--- src/rtl/icache_maint_pkg.sv ---
// -----------------------------------------------------------------------------
// icache_maint_pkg
// Shared types and helpers for the instruction-cache maintenance sequencer.
//   maint_state_e : maintenance FSM states
//   addr_to_set() : extracts the set index from a byte address
// -----------------------------------------------------------------------------
package icache_maint_pkg;

  typedef enum logic [2:0] {
    IDLE       = 3'd0,
    DRAIN      = 3'd1,
    FLUSH_WALK = 3'd2,
    SEL_INV    = 3'd3,
    FLUSH_ACK  = 3'd4,
    SEL_ACK    = 3'd5
  } maint_state_e;

  // Set index = address bits just above the line offset. The caller casts the
  // result down to the set-index width.
  function automatic logic [31:0] addr_to_set(input logic [31:0] addr,
                                              input int unsigned off_bits,
                                              input int unsigned set_bits);
    logic [31:0] mask;
    mask = (32'd1 << set_bits) - 32'd1;
    return (addr >> off_bits) & mask;
  endfunction

endpackage

--- src/rtl/icache_perf_counter.sv ---
// -----------------------------------------------------------------------------
// icache_perf_counter
// 32-bit accumulator that adds the number of set bits of a pulse vector each
// enabled cycle. Clear wins over increment: the cleared cycle's pulses are
// dropped. Wraps modulo 2^32.
//   clk_i, rst_i : clock, synchronous active-high reset
//   pulse_i      : per-source event pulses
//   en_i         : count enable
//   clr_i        : synchronous clear
//   count_o      : accumulated count
// -----------------------------------------------------------------------------
module icache_perf_counter #(
  parameter int N = 8
) (
  input  logic          clk_i,
  input  logic          rst_i,
  input  logic [N-1:0]  pulse_i,
  input  logic          en_i,
  input  logic          clr_i,
  output logic [31:0]   count_o
);

  logic [31:0] r_count;
  logic [31:0] w_inc;

  always_comb begin
    w_inc = '0;
    for (int i = 0; i < N; i++) begin
      w_inc = w_inc + 32'(pulse_i[i]);
    end
  end

  always_ff @(posedge clk_i) begin
    if (rst_i) begin
      r_count <= '0;
    end else if (clr_i) begin
      r_count <= '0;
    end else if (en_i) begin
      r_count <= r_count + w_inc;
    end
  end

  assign count_o = r_count;

endmodule

--- src/rtl/icache_maint_sequencer.sv ---
// -----------------------------------------------------------------------------
// icache_maint_sequencer
// Sequences instruction-cache maintenance: full flush (walk every set, all
// ways), selective flush (one set, all ways), per-core bypass acknowledge and
// optional hit/transaction performance counters.
//
// Tag write handshake: tag_we_o is a request held high with tag_set_o and
// tag_way_o stable until tag_gnt_i is sampled high in the same cycle; that
// cycle completes exactly one write. The fetch path owns the grant.
//
// Ports
//   clk_i, rst_i            : clock, synchronous active-high reset
//   bypass_req_i            : bypass request from control unit
//   bypass_ack_o            : per-core bypass ack, bit NB_CORES = refill engine
//   core_fetch_busy_i       : per-core fetch outstanding
//   refill_idle_i           : refill engine has nothing outstanding
//   cache_en_o              : cache enable to datapath
//   flush_req_i/flush_ack_o : full flush four-phase handshake
//   sel_flush_req_i/_ack_o  : selective flush four-phase handshake
//   sel_flush_addr_i        : byte address for selective flush
//   tag_we_o/set_o/way_o    : tag invalidate write request
//   tag_gnt_i               : tag array grant
//   hit_i, trans_i          : per-core event pulses
//   clear_regs_i            : clear counters
//   enable_regs_i           : enable counting
//   hit_count_o/trans_count_o : counters
//   dbg_state_o             : current maintenance FSM state (observation only)
// -----------------------------------------------------------------------------
module icache_maint_sequencer
  import icache_maint_pkg::*;
#(
  parameter int NB_CORES     = 8,
  parameter int NB_WAYS      = 4,
  parameter int NB_SETS      = 64,
  parameter int LINE_BYTES   = 16,
  parameter int FEATURE_STAT = 1
) (
  input  logic                        clk_i,
  input  logic                        rst_i,
  input  logic                        bypass_req_i,
  output logic [NB_CORES:0]           bypass_ack_o,
  input  logic [NB_CORES-1:0]         core_fetch_busy_i,
  input  logic                        refill_idle_i,
  output logic                        cache_en_o,
  input  logic                        flush_req_i,
  output logic                        flush_ack_o,
  input  logic                        sel_flush_req_i,
  input  logic [31:0]                 sel_flush_addr_i,
  output logic                        sel_flush_ack_o,
  output logic                        tag_we_o,
  output logic [$clog2(NB_SETS)-1:0]  tag_set_o,
  output logic [NB_WAYS-1:0]          tag_way_o,
  input  logic                        tag_gnt_i,
  input  logic [NB_CORES-1:0]         hit_i,
  input  logic [NB_CORES-1:0]         trans_i,
  input  logic                        clear_regs_i,
  input  logic                        enable_regs_i,
  output logic [31:0]                 hit_count_o,
  output logic [31:0]                 trans_count_o,
  output maint_state_e                dbg_state_o
);

  localparam int SET_W = $clog2(NB_SETS);
  localparam int OFF_W = $clog2(LINE_BYTES);
  localparam logic [SET_W-1:0] LAST_SET = SET_W'(NB_SETS - 1);

  // ---------------------------------------------------------------------------
  // Maintenance FSM
  // ---------------------------------------------------------------------------
  maint_state_e       r_state;
  maint_state_e       w_state_nxt;
  logic               r_full;        // 1 = full flush in progress, 0 = selective
  logic               r_tag_we;
  logic [SET_W-1:0]   r_tag_set;
  logic [NB_WAYS-1:0] r_tag_way;
  logic               r_flush_ack;
  logic               r_sel_ack;
  logic               w_grant;
  logic               w_start;
  logic               w_nxt_write;
  logic [SET_W-1:0]   w_sel_set;

  assign w_grant     = r_tag_we & tag_gnt_i;
  assign w_start     = (r_state == IDLE) & (flush_req_i | sel_flush_req_i);
  assign w_sel_set   = SET_W'(addr_to_set(sel_flush_addr_i, OFF_W, SET_W));
  assign w_nxt_write = (w_state_nxt == FLUSH_WALK) | (w_state_nxt == SEL_INV);

  always_ff @(posedge clk_i) begin
    if (rst_i) begin
      r_state <= IDLE;
    end else begin
      r_state <= w_state_nxt;
    end
  end

  always_comb begin
    w_state_nxt = r_state;
    unique case (r_state)
      IDLE:       if (flush_req_i || sel_flush_req_i) w_state_nxt = DRAIN;
      DRAIN:      if (refill_idle_i) w_state_nxt = r_full ? FLUSH_WALK : SEL_INV;
      // Leave only on the grant of the last set so the walk never wraps.
      FLUSH_WALK: if (w_grant && (r_tag_set == LAST_SET)) w_state_nxt = FLUSH_ACK;
      SEL_INV:    if (w_grant) w_state_nxt = SEL_ACK;
      FLUSH_ACK:  if (!flush_req_i) w_state_nxt = IDLE;
      SEL_ACK:    if (!sel_flush_req_i) w_state_nxt = IDLE;
      default:    w_state_nxt = IDLE;
    endcase
  end

  // Outputs are registered from the next state so they line up with r_state.
  always_ff @(posedge clk_i) begin
    if (rst_i) begin
      r_full      <= 1'b0;
      r_tag_we    <= 1'b0;
      r_tag_set   <= '0;
      r_tag_way   <= '0;
      r_flush_ack <= 1'b0;
      r_sel_ack   <= 1'b0;
    end else begin
      r_tag_we    <= w_nxt_write;
      r_tag_way   <= w_nxt_write ? '1 : '0;
      r_flush_ack <= (w_state_nxt == FLUSH_ACK) | (w_state_nxt == SEL_ACK);
      r_sel_ack   <= (w_state_nxt == SEL_ACK);
      if (w_start) begin
        // Flush wins over selective flush; the address is captured here so
        // later changes on sel_flush_addr_i do not move the target set.
        r_full    <= flush_req_i;
        r_tag_set <= flush_req_i ? '0 : w_sel_set;
      end else if ((r_state == FLUSH_WALK) && w_grant && (r_tag_set != LAST_SET)) begin
        r_tag_set <= r_tag_set + SET_W'(1);
      end
    end
  end

  assign tag_we_o        = r_tag_we;
  assign tag_set_o       = r_tag_set;
  assign tag_way_o       = r_tag_way;
  assign flush_ack_o     = r_flush_ack;
  assign sel_flush_ack_o = r_sel_ack;
  assign dbg_state_o     = r_state;

  // ---------------------------------------------------------------------------
  // Bypass acknowledge: each bit follows the request only while its owner is
  // quiescent, so a core never sees the mode change mid-fetch.
  // ---------------------------------------------------------------------------
  logic [NB_CORES:0] r_bypass_ack;

  always_ff @(posedge clk_i) begin
    if (rst_i) begin
      r_bypass_ack <= '1;
    end else begin
      for (int i = 0; i < NB_CORES; i++) begin
        if (!core_fetch_busy_i[i]) r_bypass_ack[i] <= bypass_req_i;
      end
      if (refill_idle_i) r_bypass_ack[NB_CORES] <= bypass_req_i;
    end
  end

  assign bypass_ack_o = r_bypass_ack;
  assign cache_en_o   = ~r_bypass_ack[NB_CORES];

  // ---------------------------------------------------------------------------
  // Performance counters
  // ---------------------------------------------------------------------------
  if (FEATURE_STAT != 0) begin : g_stat
    icache_perf_counter #(.N(NB_CORES)) u_hit_cnt (
      .clk_i   (clk_i),
      .rst_i   (rst_i),
      .pulse_i (hit_i),
      .en_i    (enable_regs_i),
      .clr_i   (clear_regs_i),
      .count_o (hit_count_o)
    );
    icache_perf_counter #(.N(NB_CORES)) u_trans_cnt (
      .clk_i   (clk_i),
      .rst_i   (rst_i),
      .pulse_i (trans_i),
      .en_i    (enable_regs_i),
      .clr_i   (clear_regs_i),
      .count_o (trans_count_o)
    );
  end else begin : g_no_stat
    assign hit_count_o   = '0;
    assign trans_count_o = '0;
  end

endmodule

--- config.mk ---
export PLATFORM = sky130hd
export DESIGN_NAME = icache_maint_sequencer
export DESIGN_NICKNAME = d
export VERILOG_FILES = /design/src/rtl/icache_maint_pkg.sv /design/src/rtl/icache_perf_counter.sv /design/src/rtl/icache_maint_sequencer.sv
export SDC_FILE = /design/constraint.sdc
export NUM_CORES = 1
export LEC_CHECK = 0
export ABC_CLOCK_PERIOD_IN_PS = 3700
export CORE_UTILIZATION = 42
export DETAILED_ROUTE_END_ITERATION = 12
export GPL_TIMING_DRIVEN = 0
export HOLD_SLACK_MARGIN = 0.15
export PLACE_DENSITY = 0.77
export SLEW_MARGIN = 25
export SYNTH_ARGS = -nofsm -noshare
export SYNTH_HDL_FRONTEND = slang
export SYNTH_SLANG_ARGS = --single-unit
--- constraint.sdc ---
create_clock -name clk_i -period 3.7 [get_ports clk_i]
set_input_delay 0.555 -clock clk_i [delete_from_list [all_inputs] [get_ports clk_i]]
set_output_delay 0.555 -clock clk_i [all_outputs]
set_load 0.005 [all_outputs]
# [After elaboration in Yosys (flattened, before gate mapping)]
# Index checks and enable logic that the tools add are counted.
[totals] reg_bits=90 out_inout_bits=90 inputBits=65
[op_classes] n_reduce_logical=7 eq_ne=11 bitwise_logic=6 addsub=17 mux=12
[ops] cell="32-bit by 1-bit adder with 32-bit output" n=12
[ops] cell="32-bit adder" n=2
[ops] cell="3-bit two-way mux" n=6
[ops] cell="6-bit two-way mux" n=3
[ops] cell="3-bit case mux with 6 select lines" n=1
[ops] cell="3-bit by 2-bit equality test with 1-bit output (second input constant)" n=4
[ops] cell="3-bit equality test (second input constant)" n=4
[ops] cell="6-bit by 1-bit adder with 6-bit output (second input constant)" n=1
[ops] cell="6-bit equality test (second input constant)" n=1
[ops] cell="6-bit != test (second input constant)" n=1
[ops] cell="1-bit by 1-bit adder with 2-bit output" n=2
[ops] cell="4-bit two-way mux" n=1
[ops] cell="3-bit by 1-bit equality test with 1-bit output (second input constant)" n=1
[ops] cell="1-bit logical AND" n=3
[ops] cell="3-bit zero test" n=1
[ops] cell="1-bit bitwise OR" n=3
[ops] cell="1-bit bitwise AND" n=2
[ops] cell="2-bit nonzero test" n=1
[ops] cell="2-bit OR reduction" n=1
[ops] cell="1-bit logical OR" n=1
[ops] cell="1-bit two-way mux" n=1
[ops] cell="1-bit NOT" n=1

# [Logic depth before layout (Yosys ltp)]
[depth] word_depth=8 mapped_depth=14 ltp_nobuf=13

# [By module]
# From an unflattened synthesis, not the netlist that was laid out.
[hier_totals] hier_cells=509 hier_area_um2=4608.2
[modules_own_cells] mod="icache_perf_counter (g_stat.u_trans_cnt)" cells_each=213 area_each_um2=1858.0 n_inst=1
[modules_own_cells] mod="icache_perf_counter (g_stat.u_hit_cnt)" cells_each=191 area_each_um2=1705.4 n_inst=1
[modules_own_cells] mod="icache_maint_sequencer" cells_each=105 area_each_um2=1044.8 n_inst=1

# [Least setup slack after synthesis]
# Ideal clock, no wire load.
[synth_path] path_type="in2reg" from="input trans_i[0]" to="register g_stat.u_trans_cnt.r_count[10], in the netlist g_stat.u_trans_cnt.count_o[10]" path_slack_ns=-0.134 required_ns=3.640 stages=13 path_buffers=0 setup_ns=0.060 arrival_time_ns=3.774 path_cell_list="ha_1 -> inv_1 -> fa_1 -> fa_1 -> fa_1 -> inv_1 -> ha_1 -> fa_1 -> a21oi_1 -> o21ai_1 -> nand2_1 -> or4_2 -> nand2_1"
[synth_via] elab_chain_len=8
[synth_lines] item="start: declaration" line_no="icache_maint_sequencer.sv:55" source="input logic [NB_CORES-1:0] trans_i,"
[synth_lines] item="1-bit by 1-bit adder with 2-bit output" line_no="icache_perf_counter.sv:29" source="w_inc = w_inc + 32'(pulse_i[i]);"
[synth_lines] item="32-bit by 1-bit adder with 32-bit output (6 in a row)" line_no="icache_perf_counter.sv:29"
[synth_lines] item="32-bit adder" line_no="icache_perf_counter.sv:39" source="r_count <= r_count + w_inc;"
[synth_lines] item="end signal: assignment" line_no="icache_perf_counter.sv:39"
[synth_lines] item="end: declaration" line_no="icache_perf_counter.sv:23" source="logic [31:0] r_count;"
# No other way between the ends.
# A chain may end at the register's enable or synchronous reset.

# [Worst setup path in the final report]
[layout_path] from="input trans_i[1]" to="register g_stat.u_trans_cnt.r_count[26], in the netlist g_stat.u_trans_cnt.count_o[26]"
# Same word-level chain as after synthesis.

==> flow_summary.json <==
{
  "diodes": 0,
  "ys.flop_type": "dfxtp_1",
  "relSlewSlack_pct": 61.24,
  "cp_slowest_stage_delay_ns": 0.52,
  "area_growth_pct": 39.49,
  "cp-start-kind": "input port",
  "multiInputGateArea_um2": 2746,
  "grt_pass1_wl_mm": 19.54,
  "synth-seq-area-share_pct": 37.29,
  "hold_viol_final": 0,
  "drtIter0Drc": 154,
  "first_pass_iters": 4,
  "layout_common_cells": "119 x clkdlybuf4s50_1, 86 x dfxtp_1, 68 x nor2_1, 37 x xor2_1, 31 x nand2_1",
  "portBuffers": 127,
  "place_hpwl_mm": 8.758,
  "start_util_pct": 43.93,
  "core_area_um2": 10510,
  "period_needed_ns": 3.595,
  "layout.cells.most_common": "clkdlybuf4s50_1",
  "cp_max_fo": 6,
  "endpoint_kind": "flop",
  "netlist_area_um2": 4617,
  "skew_ns": 0.01252,
  "ys_async_sr_fraction_pct": 0,
  "rows": 37,
  "cts_htree_levels": 3,
  "post-route-period-util_pct": 97.17,
  "viasPerCell": 5.338,
  "yosysTopAreaCell": "dfxtp_1",
  "crit_top_cell": "fa_1",
  "synth_edf_count": 0,
  "antenna_left": 0,
  "cts_buffer_depth": 2,
  "clk_pin_slew_ns": 0.09,
  "power.static_leakage_nw": 2.473,
  "cp.arrival_ns": 3.89,
  "p_per_area_nw_per_um2": 333.7,
  "synth-seq-cells": 86,
  "grt_max_degree": 16,
  "worst-path-buf-inv": 3,
  "vias": 4340,
  "cts_buffers": 9,
  "finalSetupViolations": 0,
  "ir_drop_mv": 0.2145,
  "cts_hold_buf": 0,
  "fin_hold_ws_ns": 0.4796,
  "wl_mm": 11.89,
  "cpMaxStageDelayCell": "fa_1",
  "clock_latency_ns": 0.36,
  "tritoncts": "built",
  "num_io_pins": 155,
  "netlist_instances": 526,
  "cts_sinks": 86,
  "slew_viol_final": 0,
  "drc_errors": 0,
  "tightestPinTransition_ns": 0.5783,
  "die_width_um": 106.8,
  "yosysUniqueCellTypes": 55,
  "grt-ovfl-total": 0,
  "grt_use_total_pct": 21.25,
  "layout.area.seq_um2": 1722,
  "cp.required_ns": 3.99,
  "final_cells": 813,
  "ys_warn_count": 0,
  "path_cells": "clkdlybuf4s15_1 > ha_1 > inv_2 > fa_1 > fa_1 > fa_1 > inv_2 > ha_4 > fa_2 > a21oi_4 > o21ai_4 > nand3_2 > or3_1 > a21oi_1",
  "avgSynthCellArea_um2": 8.777,
  "maxCapViolCount": 0,
  "first_global_vias": 4226,
  "dp_cells": 789,
  "fillers": 908,
  "hold_class": "reg -> reg",
  "die_h_um": 106.8,
  "nNetsFinal": 770,
  "wl_per_cell_um": 14.62,
  "power_mw": 2.149,
  "post-route-util_pct": 61.28,
  "crit_type": "in -> reg",
  "synthTopCellsByArea": "dfxtp_1 37%, xor2_1 7.0%, ha_1 6.8%, nor2_1 5.5%, fa_1 3.5%",
  "rsz0062_at_grt": "no",
  "netlist.area_leader.share_pct": 37.29,
  "syn_nets": 624,
  "die-area_um2": 11420,
  "fmax_mhz": 278.1,
  "drive_above_1_share_pct": 10.93,
  "cts-root-buf": "clkbuf_8",
  "antenna_found_initial": 0,
  "path_delay_family": "adder cells",
  "status": "completed",
  "routabilityCongestion": 0.8367
}
## logic make-up after synthesis
family / after synthesis / share of synthesized area, %
compound gates: 92 / 12.90
xor+xnor: 49 / 9.295
fa+ha+maj: 33 / 10.24
buf+inv: 57 / 5.420
flops: 86 / 37.29
mux: 12 / 2.602
simple gates: 197 / 22.25
## flip-flops by register name, indices dropped and copies added, names as in the netlist
| signal | count |
|---|---|
| g_stat.u_trans_cnt.count_o | 32 |
| sel_flush_ack_o | 1 |
| r_full | 1 |
| tag_way_o | 1 |
| dbg_state_o | 3 |
| flush_ack_o | 1 |
| tag_set_o | 6 |
| bypass_ack_o | 9 |
| g_stat.u_hit_cnt.count_o | 32 |
## tightest hold or removal path, cell delays in order, from the launching register on
cell and delay, ns:
dfxtp_1 0.33, mux2i_1 0.07, nand2_1 0.06
## synth_stat cells, types with 3 or more instances
| master | instances |
|---|---|
| dfxtp_1 | 86 |
| nor2_1 | 68 |
| xor2_1 | 37 |
| inv_1 | 32 |
| nand2_1 | 32 |
| a21oi_1 | 27 |
| ha_1 | 25 |
| o21ai_0 | 21 |
| nand3_1 | 19 |
| nand4_1 | 19 |
| clkbuf_1 | 13 |
| mux2i_1 | 12 |
| o211ai_1 | 12 |
| xnor2_1 | 12 |
| nor3_1 | 11 |
| or3_1 | 10 |
| fa_1 | 8 |
| and3_1 | 6 |
| o2111ai_1 | 6 |
| a211oi_1 | 5 |
| a22oi_1 | 4 |
| buf_2 | 4 |
| buf_4 | 4 |
| nand3b_1 | 4 |
| a21o_1 | 3 |
| and2_1 | 3 |
| and4_1 | 3 |
| nor3_2 | 3 |
| nor4_1 | 3 |
## path summary, 6_finish.rpt
kind              slack [ns]                                     endpoint                                      from  cells after the start
setup / recovery        0.10  g_stat.u_trans_cnt.count_o[26]$_SDFFE_PP0P_                                trans_i[1]                     14
hold reg to reg         0.48                 bypass_ack_o[2]$_SDFFE_PP1N_              bypass_ack_o[2]$_SDFFE_PP1N_                      2
setup reg to reg        0.81    g_stat.u_hit_cnt.count_o[27]$_SDFFE_PP0P_  g_stat.u_hit_cnt.count_o[1]$_SDFFE_PP0P_                     10
hold / removal          0.48                 bypass_ack_o[2]$_SDFFE_PP1N_              bypass_ack_o[2]$_SDFFE_PP1N_                      2
## stage by stage
step | TNS, ns | worst slack (ns) | instance area (µm²)
finish | 0 | 0.1046 | 6440
global route | 0 | 0.005361 | 6440
CTS | 0 | 0.006429 | 6387
detailed placement | -33.32 | -0.7950 | 6070
global placement | -28.59 | -0.6936 | 6070
floorplan | -0.02039 | -0.02039 | 4628
## routing by layer
layer | wire (µm) | track usage [%] | up-vias
met1 | 5245 | 26.37 | 2034
li1 | - | - | 2133
met3 | 679 | 5.593 | 27
met5 | 0 | 0 | -
met2 | 5668 | 35.62 | 146
met4 | 295 | 7.143 | 0
## power by group
part,internal [mW],switching [mW],leakage (nW)
combinational,0.259,0.241,1.68
sequential,0.951,0.0247,0.697
clock,0.314,0.359,0.0960
## layout make-up
type	instances	area share, %
inverter	33	1.923
clock buffer	9	1.923
clock inverter	7	1.127
multi-input combinational	383	42.65
buffer	24	2.273
sequential	86	26.73
tap	136	2.642
timing repair buffer	135	20.73
## repair_timing
| item | CTS | global route |
|---|---|---|
| buffers inserted | 5 | 3 |
| gates cloned | 1 | 0 |
| gates resized for setup | 42 | 8 |
| hold endpoints to repair | 0 | 0 |
| setup endpoints to repair | 56 | 28 |
| pin swaps | 18 | 12 |
Note: power is estimated with default switching activity, not from simulation.
